`config.mk`:
```
export PLATFORM = sky130hd
export DESIGN_NAME = instr_fetch_unit
export DESIGN_NICKNAME = d
export VERILOG_FILES = /design/src/rtl/fetch_pkg.sv /design/src/rtl/fetch_fifo.sv /design/src/rtl/instr_fetch_unit.sv
export SDC_FILE = /design/constraint.sdc
export NUM_CORES = 1
export LEC_CHECK = 0
export ABC_CLOCK_PERIOD_IN_PS = 7700
export BUFFER_PORTS_ARGS = -buffer_cell sky130_fd_sc_hd__buf_2
export CORE_MARGIN = 2
export CORE_UTILIZATION = 53
export CTS_BUF_LIST = sky130_fd_sc_hd__clkbuf_8
export CTS_CLUSTER_SIZE = 14
export DETAILED_ROUTE_END_ITERATION = 10
export PLACE_DENSITY = 0.77
export RECOVER_POWER = 100
export SYNTH_ARGS = -nofsm -noshare
export SYNTH_HDL_FRONTEND = slang
export SYNTH_SLANG_ARGS = --single-unit
export TNS_END_PERCENT = 5
```
`constraint.sdc`:
```
create_clock -name clk -period 7.7 [get_ports clk]
set_input_delay 1.155 -clock clk [delete_from_list [all_inputs] [get_ports clk]]
set_output_delay 1.155 -clock clk [all_outputs]
set_load 0.02 [all_outputs]
```
`src/rtl/fetch_pkg.sv`:
```
// Shared types and constants for the instruction fetch front end.
package fetch_pkg;

    localparam int XLEN    = 64;
    localparam int INSTR_W = 32;
    localparam logic [XLEN-1:0] PC_STEP = 64'd4;

    typedef enum logic {
        IDLE = 1'b0,
        REQ  = 1'b1
    } fetch_state_t;

    typedef struct packed {
        logic [INSTR_W-1:0] instr;
        logic [XLEN-1:0]    pc;
    } fetch_entry_t;

    function automatic logic [XLEN-1:0] align_pc(input logic [XLEN-1:0] pc);
        return {pc[XLEN-1:2], 2'b00};
    endfunction

endpackage

```
`src/rtl/fetch_fifo.sv`:
```
// Small power-of-two fetch buffer of {instr, pc} entries.
// Flush has priority over push and pop in the same cycle.
module fetch_fifo
    import fetch_pkg::*;
#(
    parameter int DEPTH = 2
) (
    input  logic                   clk,
    input  logic                   reset,
    input  logic                   i_push,
    input  fetch_entry_t           i_push_data,
    input  logic                   i_pop,
    input  logic                   i_flush,
    output fetch_entry_t           o_head,
    output logic [$clog2(DEPTH):0] o_count
);

    localparam int PTR_W = $clog2(DEPTH);
    localparam logic [PTR_W:0] FULL_C = (PTR_W+1)'(DEPTH);

    fetch_entry_t     r_mem [DEPTH];
    logic [PTR_W-1:0] r_rd_ptr;
    logic [PTR_W-1:0] r_wr_ptr;
    logic [PTR_W:0]   r_count;

    logic w_empty;
    logic w_full;
    logic w_pop;
    logic w_push;

    assign w_empty = (r_count == '0);
    assign w_full  = (r_count == FULL_C);
    assign w_pop   = i_pop & ~w_empty & ~i_flush;
    // a push into a full buffer is only legal when the head leaves in the same cycle
    assign w_push  = i_push & (~w_full | w_pop) & ~i_flush;

    always_ff @(posedge clk or posedge reset) begin
        if (reset) begin
            r_rd_ptr <= '0;
            r_wr_ptr <= '0;
            r_count  <= '0;
        end else if (i_flush) begin
            r_rd_ptr <= '0;
            r_wr_ptr <= '0;
            r_count  <= '0;
        end else begin
            if (w_push) r_wr_ptr <= r_wr_ptr + 1'b1;
            if (w_pop)  r_rd_ptr <= r_rd_ptr + 1'b1;
            r_count <= r_count + (PTR_W+1)'(w_push) - (PTR_W+1)'(w_pop);
        end
    end

    always_ff @(posedge clk) begin
        if (w_push) r_mem[r_wr_ptr] <= i_push_data;
    end

    assign o_head  = r_mem[r_rd_ptr];
    assign o_count = r_count;

endmodule

```
`src/rtl/instr_fetch_unit.sv`:
```
// PC holder and instruction-memory requester feeding decode through a fetch buffer.
// Optional FETCH_PERF_CNT_EN adds fetch_count/flush_count performance counters.
//
// state | meaning
// IDLE  | no request on the memory port; buffer has no free slot
// REQ   | imem_req high at imem_addr, waiting for imem_ack
module instr_fetch_unit
    import fetch_pkg::*;
#(
    parameter logic [XLEN-1:0] RESET_PC   = 64'h0,
    parameter int              FIFO_DEPTH = 2
) (
    input  logic               clk,
    input  logic               reset,
    input  logic               redirect_valid,
    input  logic [XLEN-1:0]    redirect_pc,
    output logic               imem_req,
    output logic [XLEN-1:0]    imem_addr,
    input  logic               imem_ack,
    input  logic [INSTR_W-1:0] imem_rdata,
    output logic               instr_valid,
    input  logic               instr_ready,
    output logic [INSTR_W-1:0] instruction,
    output logic [XLEN-1:0]    instr_pc
`ifdef FETCH_PERF_CNT_EN
    ,
    output logic [31:0]        fetch_count,
    output logic [31:0]        flush_count
`endif
);

    localparam int CNT_W = $clog2(FIFO_DEPTH) + 1;
    localparam logic [CNT_W-1:0] DEPTH_C = CNT_W'(FIFO_DEPTH);

    fetch_state_t    r_state;
    logic [XLEN-1:0] r_fetch_pc;
    logic [XLEN-1:0] r_imem_addr;
    logic            r_drop;

    fetch_state_t    w_state_next;
    logic [XLEN-1:0] w_fetch_pc_next;
    logic [CNT_W-1:0] w_count;
    logic [CNT_W-1:0] w_count_next;
    fetch_entry_t    w_head;
    fetch_entry_t    w_push_data;
    logic            w_ack;
    logic            w_hold;
    logic            w_push;
    logic            w_pop;

    assign w_ack  = (r_state == REQ) & imem_ack;
    assign w_hold = (r_state == REQ) & ~imem_ack;
    assign w_push = w_ack & ~r_drop & ~redirect_valid;
    assign w_pop  = instr_valid & instr_ready;

    assign w_push_data.instr = imem_rdata;
    assign w_push_data.pc    = r_fetch_pc;

    fetch_fifo #(
        .DEPTH      (FIFO_DEPTH)
    ) u_fifo (
        .clk        (clk),
        .reset      (reset),
        .i_push     (w_push),
        .i_push_data(w_push_data),
        .i_pop      (w_pop),
        .i_flush    (redirect_valid),
        .o_head     (w_head),
        .o_count    (w_count)
    );

    always_comb begin
        w_fetch_pc_next = r_fetch_pc;
        if (redirect_valid) begin
            w_fetch_pc_next = align_pc(redirect_pc);
        end else if (w_ack && !r_drop) begin
            w_fetch_pc_next = r_fetch_pc + PC_STEP;
        end
    end

    // occupancy after this cycle's push/pop/flush decides whether another request fits
    always_comb begin
        w_count_next = w_count;
        if (redirect_valid) begin
            w_count_next = '0;
        end else begin
            w_count_next = w_count + CNT_W'(w_push) - CNT_W'(w_pop);
        end
    end

    always_comb begin
        w_state_next = IDLE;
        if (w_hold || (w_count_next < DEPTH_C)) begin
            w_state_next = REQ;
        end
    end

    always_ff @(posedge clk or posedge reset) begin
        if (reset) begin
            r_state     <= IDLE;
            r_fetch_pc  <= RESET_PC;
            r_imem_addr <= RESET_PC;
            r_drop      <= 1'b0;
        end else begin
            r_state    <= w_state_next;
            r_fetch_pc <= w_fetch_pc_next;
            // the address of an in-flight request never moves, even across a redirect
            if (!w_hold) begin
                r_imem_addr <= w_fetch_pc_next;
            end
            if (redirect_valid) begin
                r_drop <= w_hold;
            end else if (w_ack) begin
                r_drop <= 1'b0;
            end
        end
    end

    assign imem_req    = (r_state == REQ);
    assign imem_addr   = r_imem_addr;
    assign instr_valid = (w_count != '0);
    assign instruction = instr_valid ? w_head.instr : '0;
    assign instr_pc    = instr_valid ? w_head.pc    : '0;

`ifdef FETCH_PERF_CNT_EN
    logic [31:0] r_fetch_count;
    logic [31:0] r_flush_count;

    always_ff @(posedge clk or posedge reset) begin
        if (reset) begin
            r_fetch_count <= '0;
            r_flush_count <= '0;
        end else begin
            if (w_pop && !redirect_valid) r_fetch_count <= r_fetch_count + 32'd1;
            if (redirect_valid)           r_flush_count <= r_flush_count + 32'd1;
        end
    end

    assign fetch_count = r_fetch_count;
    assign flush_count = r_flush_count;
`endif

endmodule

```
Word-level counts from Yosys, hierarchy flattened
Memory sizes are Yosys's and may differ from the RTL's.
Cells that the tools add are included.
Widths: inputs -> output; s select.
{ "totals": {"register_bits": 134, "latchBits": 0, "mem_bits_rw": 192, "romBits": 0, "inputBits": 101, "out_inout_bits": 162, "memories": 1} }
{ "classes": {"addsub": 7, "mul": 0, "n_div": 0, "n_lt_le_gt_ge": 1, "eq_ne": 1, "n_shift": 0, "muxes": 15, "bitwise": 15, "n_reduce_logical": 8} }
{ "memory_table": {"columns": ["memory", "words", "word_bits", "read_ports", "rd_ports_with_merged_regs", "write_ports", "line_no", "text"], "rows": [
  ["u_fifo.r_mem", 2, 96, 1, 0, 1, "fetch_fifo.sv:21", "fetch_entry_t r_mem [DEPTH];"]
]} }
{ "op_table": {"columns": ["operator", "n"], "rows": [
  ["$mux 64", 3],
  ["$add 64x3->64 const B", 1],
  ["$mux 32", 1],
  ["$and 1x1->1", 9],
  ["$mux 1", 9],
  ["$reduce_bool 2->1", 4],
  ["$not 1->1", 5],
  ["$add 2x1->2", 2],
  ["$mux 2", 2],
  ["$sub 2x1->2", 2],
  ["$add 1x1->1 const B", 2],
  ["$eq 2x2->1 const B", 1],
  ["$logic_not 2->1", 1],
  ["$lt 2x2->1 const B", 1],
  ["$logic_and 1x1->1", 1],
  ["$logic_not 1->1", 1],
  ["$logic_or 1x1->1", 1],
  ["$or 1x1->1", 1]
]} }

Logic depth before layout (Yosys ltp)
Gate-level depths: netlist (run 1).
{ "logic_depth": {"ltp_word": 10, "ltp_mapped": 9, "ltp_nobuf": 8} }

Hierarchy
From an unflattened synthesis (run 1), not the netlist that was laid out.
{ "unflattened": {"cells_unflattened": 1029, "hier_area_um2": 14303.7} }
{ "by_module_without_submodules": {"columns": ["mod", "instances", "cells_per_inst", "area_per_inst_um2"], "rows": [
  ["fetch_fifo", 1, 324, 7282.0],
  ["instr_fetch_unit", 1, 705, 7021.7]
]} }

Worst setup path before layout (run 1)
OpenSTA, ideal clock, no wires.
{ "synth_path": {"kind": "in2reg", "startpoint": "in imem_ack", "endpoint": "mem u_fifo.r_mem[0][0] in the netlist's numbering, enable pin", "setup_time_ns": 0.564, "t_arrival_ns": 6.045, "required_time_ns": 7.136, "setup_slack_ns": 1.090, "path_stages": 5, "path_buffers": 1, "cell_sequence": "and3b_1 > buf_2 > nand2_1 > a21oi_1 > nor2b_1"} }
{ "synth_between": {"elab_chain_len": 7} }
{ "synth_rtl": {"columns": ["item", "line_no", "text"], "rows": [
  ["start, declared", "instr_fetch_unit.sv:19", "input logic imem_ack,"],
  ["$and 1x1->1", "instr_fetch_unit.sv:51", "assign w_ack = (r_state == REQ) & imem_ack;"],
  ["$and 1x1->1 (2 in a row)", "instr_fetch_unit.sv:53", "assign w_push = w_ack & ~r_drop & ~redirect_valid;"],
  ["$and 1x1->1 (2 in a row)", "fetch_fifo.sv:35", "assign w_push = i_push & (~w_full | w_pop) & ~i_flush;"],
  ["$mux 1", "fetch_fifo.sv:54", "if (w_push) r_mem[r_wr_ptr] <= i_push_data;"],
  ["$mux 1 (not written as such)", "fetch_fifo.sv:54", null],
  ["end, declared", "fetch_fifo.sv:21", null]
]} }
Every way passes these cells.

Worst setup path in the final report (run 1)
{ "layout_path": {"startpoint": "reg u_fifo.r_rd_ptr", "endpoint": "out instr_pc[16]"} }
{ "layout_between": {"elab_chain_len": 2} }
{ "layout_rtl": {"columns": ["item", "line_no", "text"], "rows": [
  ["start, declared", "fetch_fifo.sv:22", "logic [PTR_W-1:0] r_rd_ptr;"],
  ["start signal, assigned", "fetch_fifo.sv:48", "if (w_pop) r_rd_ptr <= r_rd_ptr + 1'b1;"],
  ["$mem_v2 2x96", null, null],
  ["$mux 64", "instr_fetch_unit.sv:123", "assign instr_pc = instr_valid ? w_head.pc : '0;"],
  ["end, declared", "instr_fetch_unit.sv:24", "output logic [XLEN-1:0] instr_pc"]
]} }
Every way passes these cells.

==> flow_summary.yaml, run 1 <==
clock_tree:
  ctsHtreeMaxLevel: 2
  cts-root-buf: "clkbuf_8"
  cts_resized: 0
  clk_pin_slew_worst_paths_ps: 60
  clockBufferDepth: 3
  worstSkewPairLatency_ps: 570
  holdBufCountCts: 0
  cts_tree: "built"
  cts_inserted_buffers: 52
  cts.sinks: 326
  postCtsSetupRepairBufs: 0
floorplan:
  die_w_um: 165
  ios: 263
  die_y_um: 165
  core_area_sq_um: 25800
  rows: 59
  start_util_pct: 53.5
  die_area_sq_um: 27400
critical_path:
  r2r_slack_ps: 3670
  r2r-end: "u_fifo.r_mem[0][27]$_DFFE_PP_"
  startpoint_type: "flop"
  crit_required_ps: 6550
  worst_ep_arrival_time_ps: 4590
  critPathMaxFanout: 63
  ff2ff_path_depth: 5
  critPathCaptureType: "primary output"
  timing.rr.start: "imem_req$_DFF_PP0_"
  path_class: "flop to primary output"
logic_synthesis:
  synth-compound-area-share_pct: 4.10
  ys_top_cells_by_count: "edfxtp_1 (192), nor2_1 (156), dfrtp_1 (134)"
  yosys.area.top_type: "edfxtp_1"
  avgSynthCellArea_sq_um: 12.8
  syn_nets: 1182
  synth_top_family_by_area: "simple AND/OR/NAND/NOR gates"
  synth_area_leaders: "edfxtp_1 (42%), dfrtp_1 (24%), mux2i_1 (7.5%), nor2_1 (4.2%), mux2_2 (2.9%)"
  netlist_area_sq_um: 13800
  synth_adder_area_share_pct: 0.362
  yosysWarningCount: 0
  synth_cells: 1077
  yosys.area_share.simple_pct: 13.2
  synthMuxAreaShare_pct: 10.4
  yosys.cell_count.top_type: "edfxtp_1"
  synth_xor_area_share_pct: 4.12
  ys_ff_latch: 326
  yosysSeqAreaShare_pct: 66.0
  synth_top_flop_cell: "edfxtp_1"
  synth_edf_count: 192
  async_flop_share_pct: 41.1
  synth_cell_types: 40
  yosys.area.top_type_share_pct: 41.7
global_routing:
  grt_use_met3_pct: 5.12
  grt_first_pass_wirelength_um: 50300
  grt_usage_pct: 24.2
  gr-max-usage-layer: "met2"
  use_met2_pct: 38.4
  grt-ovfl-total: 0
  grt_pass1_vias: 9190
  use_met1_pct: 33.9
  antenna_found_initial: 3
  grt_max_degree: 98
detailed_routing:
  drtAntennaViolNets: 0
  vias_per_cell: 5.58
  vias: 9626
  wl_um: 33900
  drc: 0
  drtPass1Iterations: 5
  drt_iter0_drc: 827
  wl_per_cell_um: 19.6
sta:
  clock-skew-final_ps: 31.1
  setup_viol: 0
  hold_viol: 0
  finalMaxSlewViolations: 294
  rsz0062_at_grt: "false"
  slew_headroom_pct: -160
  finalCritPeriodShare_pct: 74.6
  finalCriticalPeriod_ps: 5740
  setup_tns_ps: 0
  tightestPinTransition_ps: 3890
  fmax_mhz: 174
cells_and_area:
  syn_to_final_growth_pct: 17.9
  utilization_pct: 63.0
  drive_above_1_share_pct: 15.4
  fillers: 2121
  final_area_sq_um: 16300
  nNetsFinal: 1450
power:
  max-vdd-ir-drop_mv: 0.193
  power_frac_seq_pct: 47.3
  clock_power_share_pct: 32.8
  switching_share_pct: 31.1
  combPwrFrac_pct: 19.8
  powerDensity_nw_per_um2: 282
  p_sw_uw: 1430
  leakage_uw: 0.00616
  internal_power_uw: 3170
placed_design:
  hpwl_um: 21500
  place.gp.congestion: 0.783
  postPlaceCellArea_sq_um: 15400
  io_buffers: 260
status:
  violations: "max-capacitance violations, max-slew violations"
  status: "finished, violations left"
min_path:
  hold_path_startpoint: "imem_addr[3]$_DFFE_PP0N_"
  hold-path-cell-count: 2
  holdPathEnd: "imem_addr[3]$_DFFE_PP0N_"
  hold_class: "flop to flop"
job:
  maxCapViolCount: 5
critical path, stage by stage (launching register included):
cell,delay (ps)
dfrtp_4,1110
clkbuf_1,2000
mux2i_1,220
nor2_1,230
clkbuf_1,270
per-layer routing:
metal,vias to the layer above,routed length [um]
met3,64,2490
met1,4743,14700
met4,2,690
met5,-,16
li1,4442,-
met2,375,16000
stage by stage:
step           instances  setup WS (ps)  hold slack [ps]  power (uW)
2_1_floorplan       1077           1090              434        2800
3_3_place_gp        1626           3550              444        3140
3_5_place_dp        1626           3480              458        3160
4_1_cts             1723           3420              472        4670
5_1_grt             1723           1650              484        4800
6_report            1726           1960              474        4590
logic make-up (layout without fill, tap and decap cells):
kind of cell / after synthesis / count (layout)
mux: 139 / 139
flops: 326 / 326
xor+xnor: 65 / 65
compound gates: 86 / 86
fa+ha+maj: 4 / 4
simple gates: 389 / 389
buf+inv: 68 / 379
other cells: 0 / 3
cells in the final DEF (no fill, tap or decap), types with 4 or more instances in the layout:
cell	n
a21oi_1	21
a221o_1	19
and2_1	7
and3_1	32
and4_1	7
buf_2	86
buf_4	6
clkbuf_1	177
clkbuf_8	63
clkinv_1	5
clkinv_2	7
dfrtp_1	133
edfxtp_1	192
ha_1	4
inv_1	27
mux2_2	34
mux2i_1	103
nand2_1	86
nand3_1	30
nand4_1	23
nor2_1	154
nor2b_1	4
nor3_1	24
nor4_1	5
o21ai_0	32
o31ai_1	10
or3_1	4
xnor2_1	41
xor2_1	24
power groups by stage:
stage	Sequential, uW	Clock, uW	Combinational, uW
2_1_floorplan	2220	0	582
3_3_place_gp	2200	0	943
3_5_place_dp	2210	0	953
4_1_cts	2170	1540	956
5_1_grt	2190	1620	990
6_report	2170	1510	910
layout make-up:
cell class | count | area [sq um] | share of cell area [%]
clock inverter | 34 | 223 | 1.37
clock buffer | 63 | 867 | 5.32
multi-input combinational | 683 | 4460 | 27.4
inverter | 12 | 46.3 | 0.284
timing repair buffer | 270 | 1140 | 7.03
sequential | 326 | 9120 | 56.0
tap | 335 | 419 | 2.57
antenna | 3 | 7.51 | 0.0461
sequential cells by signal (all words and copies together) (netlist names):
signal           flops
r_drop               1
u_fifo.o_count       2
imem_addr           64
u_fifo.r_mem       192
u_fifo.r_rd_ptr      1
imem_req             1
r_fetch_pc          64
u_fifo.r_wr_ptr      1
how the worst max path moves through the flow:
stage,endpoint,from,slack [ps]
after floorplan,u_fifo.r_mem[0][0]$_DFFE_PP_,imem_ack,1090
after global placement,u_fifo.r_mem[0][81]$_DFFE_PP_,imem_ack,3550
after detailed placement,u_fifo.r_mem[0][83]$_DFFE_PP_,imem_ack,3480
after CTS,instr_pc[9],u_fifo.r_rd_ptr$_DFFE_PP0P_,3420
after global routing,instr_pc[18],u_fifo.r_rd_ptr$_DFFE_PP0P_,1650
final,instr_pc[16],u_fifo.r_rd_ptr$_DFFE_PP0P_,1960
(Power assumes the default switching activity.)
==> inputs of run 2 (changes only) <==
--- a/config.mk
+++ b/config.mk
@@ -5,7 +5,7 @@
 export SDC_FILE = /design/constraint.sdc
 export NUM_CORES = 1
 export LEC_CHECK = 0
-export ABC_CLOCK_PERIOD_IN_PS = 7700
+export ABC_CLOCK_PERIOD_IN_PS = 5600
 export BUFFER_PORTS_ARGS = -buffer_cell sky130_fd_sc_hd__buf_2
 export CORE_MARGIN = 2
 export CORE_UTILIZATION = 53
==> constraint.sdc (replaced) <==
create_clock -name clk -period 5.6 [get_ports clk]
set_input_delay 0.84 -clock clk [delete_from_list [all_inputs] [get_ports clk]]
set_output_delay 0.84 -clock clk [all_outputs]
set_load 0.02 [all_outputs]
==> flow_summary.yaml, run 2 (same netlist as run 1, synthesis figures left out) <==
status:
  status: "finished, violations left"
  violations: "max-capacitance violations, max-slew violations"
power:
  powerDensity_nw_per_um2: 383
  power_frac_seq_pct: 48.0
  p_sw_uw: 2000
  power.total_uw: 6220
  internal_power_uw: 4220
  clock_power_share_pct: 31.7
  max-vdd-ir-drop_mv: 0.221
  switching_share_pct: 32.2
  leakage_uw: 0.00612
  combPwrFrac_pct: 20.3
global_routing:
  grt_pass1_vias: 9317
  grt_first_pass_wirelength_um: 51000
  grt_usage_pct: 24.6
  grt_max_degree: 98
  antenna_found_initial: 3
  grt-ovfl-total: 0
critical_path:
  crit_buf_inv: 2
  cpMaxStageDelayCell: "dfrtp_2"
  slowest_delay_ps: 1470
  critPathLaunch: "u_fifo.r_rd_ptr$_DFFE_PP0P_"
  critPathCaptureType: "primary output"
  timing.rr.start: "imem_req$_DFF_PP0_"
  critPathTopFamily: "flip-flops"
  crit_required_ps: 4760
  path_class: "flop to primary output"
  worstPathCellList: "clkbuf_2 -> mux2i_1 -> nor2_1 -> clkbuf_1"
  worst_ep_arrival_time_ps: 3500
  startpoint_type: "flop"
  critPathMaxFanout: 52
floorplan:
  die_area_sq_um: 27400
  die_w_um: 165
  ios: 263
  rows: 59
  die_y_um: 165
  start_util_pct: 53.5
  core_area_sq_um: 25800
sta:
  fmax_mhz: 230
  rsz0062_at_grt: "false"
  clock-skew-final_ps: 13.8
  finalCritPeriodShare_pct: 77.5
  tightestPinTransition_ps: 2220
  finalCriticalPeriod_ps: 4340
  hold_viol: 0
  setup_viol: 0
  finalMaxSlewViolations: 213
  slew_headroom_pct: -48.1
  setup_slack_ps: 1260
  setup_tns_ps: 0
detailed_routing:
  drtPass1Iterations: 5
  wl_per_cell_um: 19.9
  drt_iter0_drc: 839
  vias_per_cell: 5.56
  drc: 0
  drtAntennaViolNets: 0
  wl_um: 34500
  vias: 9606
min_path:
  hold_path_startpoint: "imem_rdata[31]"
  hold_class: "input port to flop"
placed_design:
  place_ws_ps: 1960
  hpwl_um: 22100
  place.gp.congestion: 0.816
  io_buffers: 260
  dpl.cell_count: 1628
  postPlaceCellArea_sq_um: 15500
clock_tree:
  ctsHtreeMaxLevel: 2
  cts.sinks: 326
  worstSkewPairLatency_ps: 570
  postCtsSetupRepairBufs: 0
  cts_resized: 0
  cts_inserted_buffers: 51
  cts_tree: "built"
  cts-root-buf: "clkbuf_8"
  clk_pin_slew_worst_paths_ps: 70
  holdBufCountCts: 0
  clockBufferDepth: 3
job:
  maxCapViolCount: 4
cells_and_area:
  final_area_sq_um: 16200
  top_register: "u_fifo.r_mem"
  mostFrequentLayoutCell: "edfxtp_1"
  largest_reg_flops: 192
  syn_to_final_growth_pct: 17.6
  nNetsFinal: 1451
  layout_common_cells: "edfxtp_1 (192), clkbuf_1 (177), nor2_1 (154)"
  fillers: 2112
  drive_above_1_share_pct: 15.3
  stdcell_count: 1728
[run 2: cell types whose count changed in the layout (fill, tap and decap cells not counted), moves of 2 or more]
cell	change
and2_1	-3
clkbuf_8	-7
and2_0	+3
clkinvlp_4	+7
clkinv_4	+2
clkinv_1	-3
[run 2: per-layer routing]
metal  vias up  GRT usage, %  wire length [um]  part of all wire, %
met3        60          5.42              2750                  8.0
met4         0          8.97               699                  2.0
met1      4714          34.3             14800                   43
li1       4437             -                 -                    -
met5         -             0                 0                    0
met2       395          38.2             16200                   47
[run 2: power groups by stage]
stage,Clock (uW),Sequential [uW],Combinational [uW]
finish,1970,2980,1260
global route,2110,3010,1370
CTS,2000,2980,1340
detailed placement,0,3020,1330
global placement,0,3010,1310
floorplan,0,3050,801
[run 2: worst reg2reg max path, delay by kind of cell, from the launching register on]
family          cells  cell delay, ps
flops               1             440
buf+inv             1             970
simple gates        3            2130
compound gates      1             260
[run 2: final timing paths]
check | slack, ps | depth (start not counted) | endpoint
worst min-delay path | 450 | 1 | u_fifo.r_mem[1][95]$_DFFE_PP_
worst max register to register | 1400 | 5 | u_fifo.r_mem[1][39]$_DFFE_PP_
worst min register to register | 470 | 2 | imem_addr[4]$_DFFE_PP0N_
min in group asynchronous | 490 | 2 | r_fetch_pc[29]$_DFF_PP0_
max in group asynchronous | 2320 | 3 | u_fifo.r_rd_ptr$_DFFE_PP0P_
worst max-delay path | 1260 | 4 | instr_pc[51]
[run 2: final cells by class]
class / instances / area (sq um) / area share [%]
Sequential cell: 326 / 9120 / 56.1
Antenna cell: 4 / 10.0 / 0.0616
Inverter: 12 / 50.0 / 0.308
Clock buffer: 56 / 771 / 4.75
Clock inverter: 40 / 255 / 1.57
Tap cell: 335 / 419 / 2.58
Multi-Input combinational cell: 683 / 4450 / 27.4
Timing Repair Buffer: 272 / 1170 / 7.18
[run 2: stage by stage]
stage | utilization, % | hold WS [ps]
final | 62.9 | 453
after global routing | 62.8 | 425
after CTS | 63.9 | 425
after detailed placement | 59.9 | 450
after global placement | 59.9 | 441
after floorplan | - | 434
==> inputs of run 3 (changes only) <==
--- a/config.mk
+++ b/config.mk
@@ -5,7 +5,7 @@
 export SDC_FILE = /design/constraint.sdc
 export NUM_CORES = 1
 export LEC_CHECK = 0
-export ABC_CLOCK_PERIOD_IN_PS = 5600
+export ABC_CLOCK_PERIOD_IN_PS = 4400
 export BUFFER_PORTS_ARGS = -buffer_cell sky130_fd_sc_hd__buf_2
 export CORE_MARGIN = 2
 export CORE_UTILIZATION = 53
==> constraint.sdc (replaced) <==
create_clock -name clk -period 4.4 [get_ports clk]
set_input_delay 0.66 -clock clk [delete_from_list [all_inputs] [get_ports clk]]
set_output_delay 0.66 -clock clk [all_outputs]
set_load 0.02 [all_outputs]
==> flow_summary.yaml, run 3 (same netlist as run 1, synthesis figures left out) <==
clock_tree:
  cts_resized: 0
  clk_pin_slew_worst_paths_ps: 70
  cts.sinks: 326
  cts-root-buf: "clkbuf_8"
  cts_inserted_buffers: 50
  clockBufferDepth: 3
  worstSkewPairLatency_ps: 560
  holdBufCountCts: 0
  postCtsSetupRepairBufs: 0
  cts_tree: "built"
  ctsHtreeMaxLevel: 2
critical_path:
  cpMaxStageDelayCell: "nor4b_2"
  worst_ep_arrival_time_ps: 4060
  startpoint_type: "flop"
  r2r-end: "r_fetch_pc[41]$_DFF_PP0_"
  path_class: "flop to flop"
  ff2ff_path_depth: 6
  critPathLaunch: "imem_req$_DFF_PP0_"
  crit_buf_inv: 0
  slowest_delay_ps: 1150
  critPathTopFamily: "simple AND/OR/NAND/NOR gates"
  timing.rr.start: "imem_req$_DFF_PP0_"
  crit_required_ps: 4850
  critPathCaptureType: "flop"
  critPathMaxFanout: 9
  r2r_slack_ps: 790
  worstPathCellList: "nand3b_1 -> nor4_1 -> nor4b_2 -> nand4_1 -> xnor2_1 -> mux2_2"
cells_and_area:
  layout_common_cells: "edfxtp_1 (192), clkbuf_1 (177), nor2_1 (155)"
  mostFrequentLayoutCell: "edfxtp_1"
  top_register: "u_fifo.r_mem"
  largest_reg_flops: 192
  syn_to_final_growth_pct: 17.9
  utilization_pct: 63.1
  nNetsFinal: 1454
  fillers: 2116
  drive_above_1_share_pct: 15.2
global_routing:
  antenna_found_initial: 4
  grt-ovfl-total: 0
  grt_pass1_vias: 9224
  gr-max-usage-layer: "met2"
  use_met1_pct: 33.8
  grt_first_pass_wirelength_um: 50200
  grt_max_degree: 86
  use_met2_pct: 37.4
  grt_use_met3_pct: 5.49
  grt_usage_pct: 24.0
power:
  max-vdd-ir-drop_mv: 0.314
  leakage_uw: 0.00615
  powerDensity_nw_per_um2: 485
placed_design:
  io_buffers: 260
  place.gp.congestion: 0.814
  hpwl_um: 22200
min_path:
  hold_class: "input port to flop"
  hold_path_startpoint: "imem_rdata[1]"
  holdPathEnd: "u_fifo.r_mem[1][65]$_DFFE_PP_"
  hold-path-cell-count: 1
sta:
  finalCriticalPeriod_ps: 3610
  finalCritPeriodShare_pct: 81.9
  rsz0062_at_grt: "false"
  finalMaxSlewViolations: 157
  setup_viol: 0
  fmax_mhz: 277
  timing.hold.ws_ps: 284
  clock-skew-final_ps: 13.1
  setup_tns_ps: 0
  hold_viol: 0
  slew_headroom_pct: -112
  tightestPinTransition_ps: 3160
floorplan:
  ios: 263
  die_y_um: 165
  die_w_um: 165
  core_area_sq_um: 25800
  die_area_sq_um: 27400
  start_util_pct: 53.5
  rows: 59
status:
  violations: "max-capacitance violations, max-slew violations"
  status: "finished, violations left"
detailed_routing:
  drtPass1Iterations: 5
  wl_um: 33800
  wl_per_cell_um: 19.6
  vias_per_cell: 5.55
  drt_iter0_drc: 861
  vias: 9607
  drtAntennaViolNets: 0
  drc: 0
job:
  maxCapViolCount: 3
run 3: cell count changes in the layout (fill, tap and decap cells not counted), moves of 2 or more:
cell        delta
clkbuf_8       +7
clkinvlp_4     -6
buf_4          +4
clkinv_2       -4
and2_0         -3
and2_1         +3
buf_12         +2
buf_2          -2
clkinv_1       +2
clkinv_4       -2
run 3: area by class of cell:
cell class	count	area, sq um	share of cell area [%]
flip-flops and latches	326	9120	56.0
clock buffers	63	867	5.32
well taps	335	419	2.57
inverters	12	46.3	0.284
clock inverters	31	163	0.998
diodes	4	10.0	0.0614
multi-input cells	683	4440	27.3
repair buffers	276	1230	7.53
run 3: power breakdown:
| part | internal [uW] | total [uW] | switching (uW) |
|---|---|---|---|
| Sequential | 3550 | 3790 | 245 |
| Combinational | 518 | 1610 | 1090 |
| Clock | 1350 | 2500 | 1140 |
| Total | 5420 | 7900 | 2480 |
run 3: worst max-delay path by stage:
stage / endpoint / slack (ps) / cells past startpoint
6_report: r_fetch_pc[41]$_DFF_PP0_ / 790 / 6
4_1_cts: instr_pc[45] / 1170 / 4
2_1_floorplan: u_fifo.r_mem[0][0]$_DFFE_PP_ / 140 / 5
5_1_grt: imem_addr[49]$_DFFE_PP0N_ / 570 / 6
3_3_place_gp: imem_addr[57]$_DFFE_PP0N_ / 1210 / 7
3_5_place_dp: imem_addr[61]$_DFFE_PP0N_ / 1120 / 7
run 3: layer usage:
| layer | vias to the layer above | part of all wire, % |
|---|---|---|
| li1 | 4441 | - |
| met5 | - | 0 |
| met1 | 4736 | 43 |
| met2 | 361 | 47 |
| met3 | 69 | 7.9 |
| met4 | 0 | 2.3 |
run 3: stage by stage:
step	area (sq um)	setup WS, ps	power (uW)	cells
6_report	16300	795	7900	1730
3_3_place_gp	15500	1210	5500	1632
3_5_place_dp	15500	1120	5540	1632
4_1_cts	16600	1170	8030	1726
5_1_grt	16300	573	8270	1728
2_1_floorplan	13800	136	4900	1077
run 3: worst reg2reg max path, stage by stage (launching register included):
cell	delay, ps
dfrtp_1	460
nand3b_1	250
nor4_1	800
nor4b_2	1160
nand4_1	350
xnor2_1	220
mux2_2	260
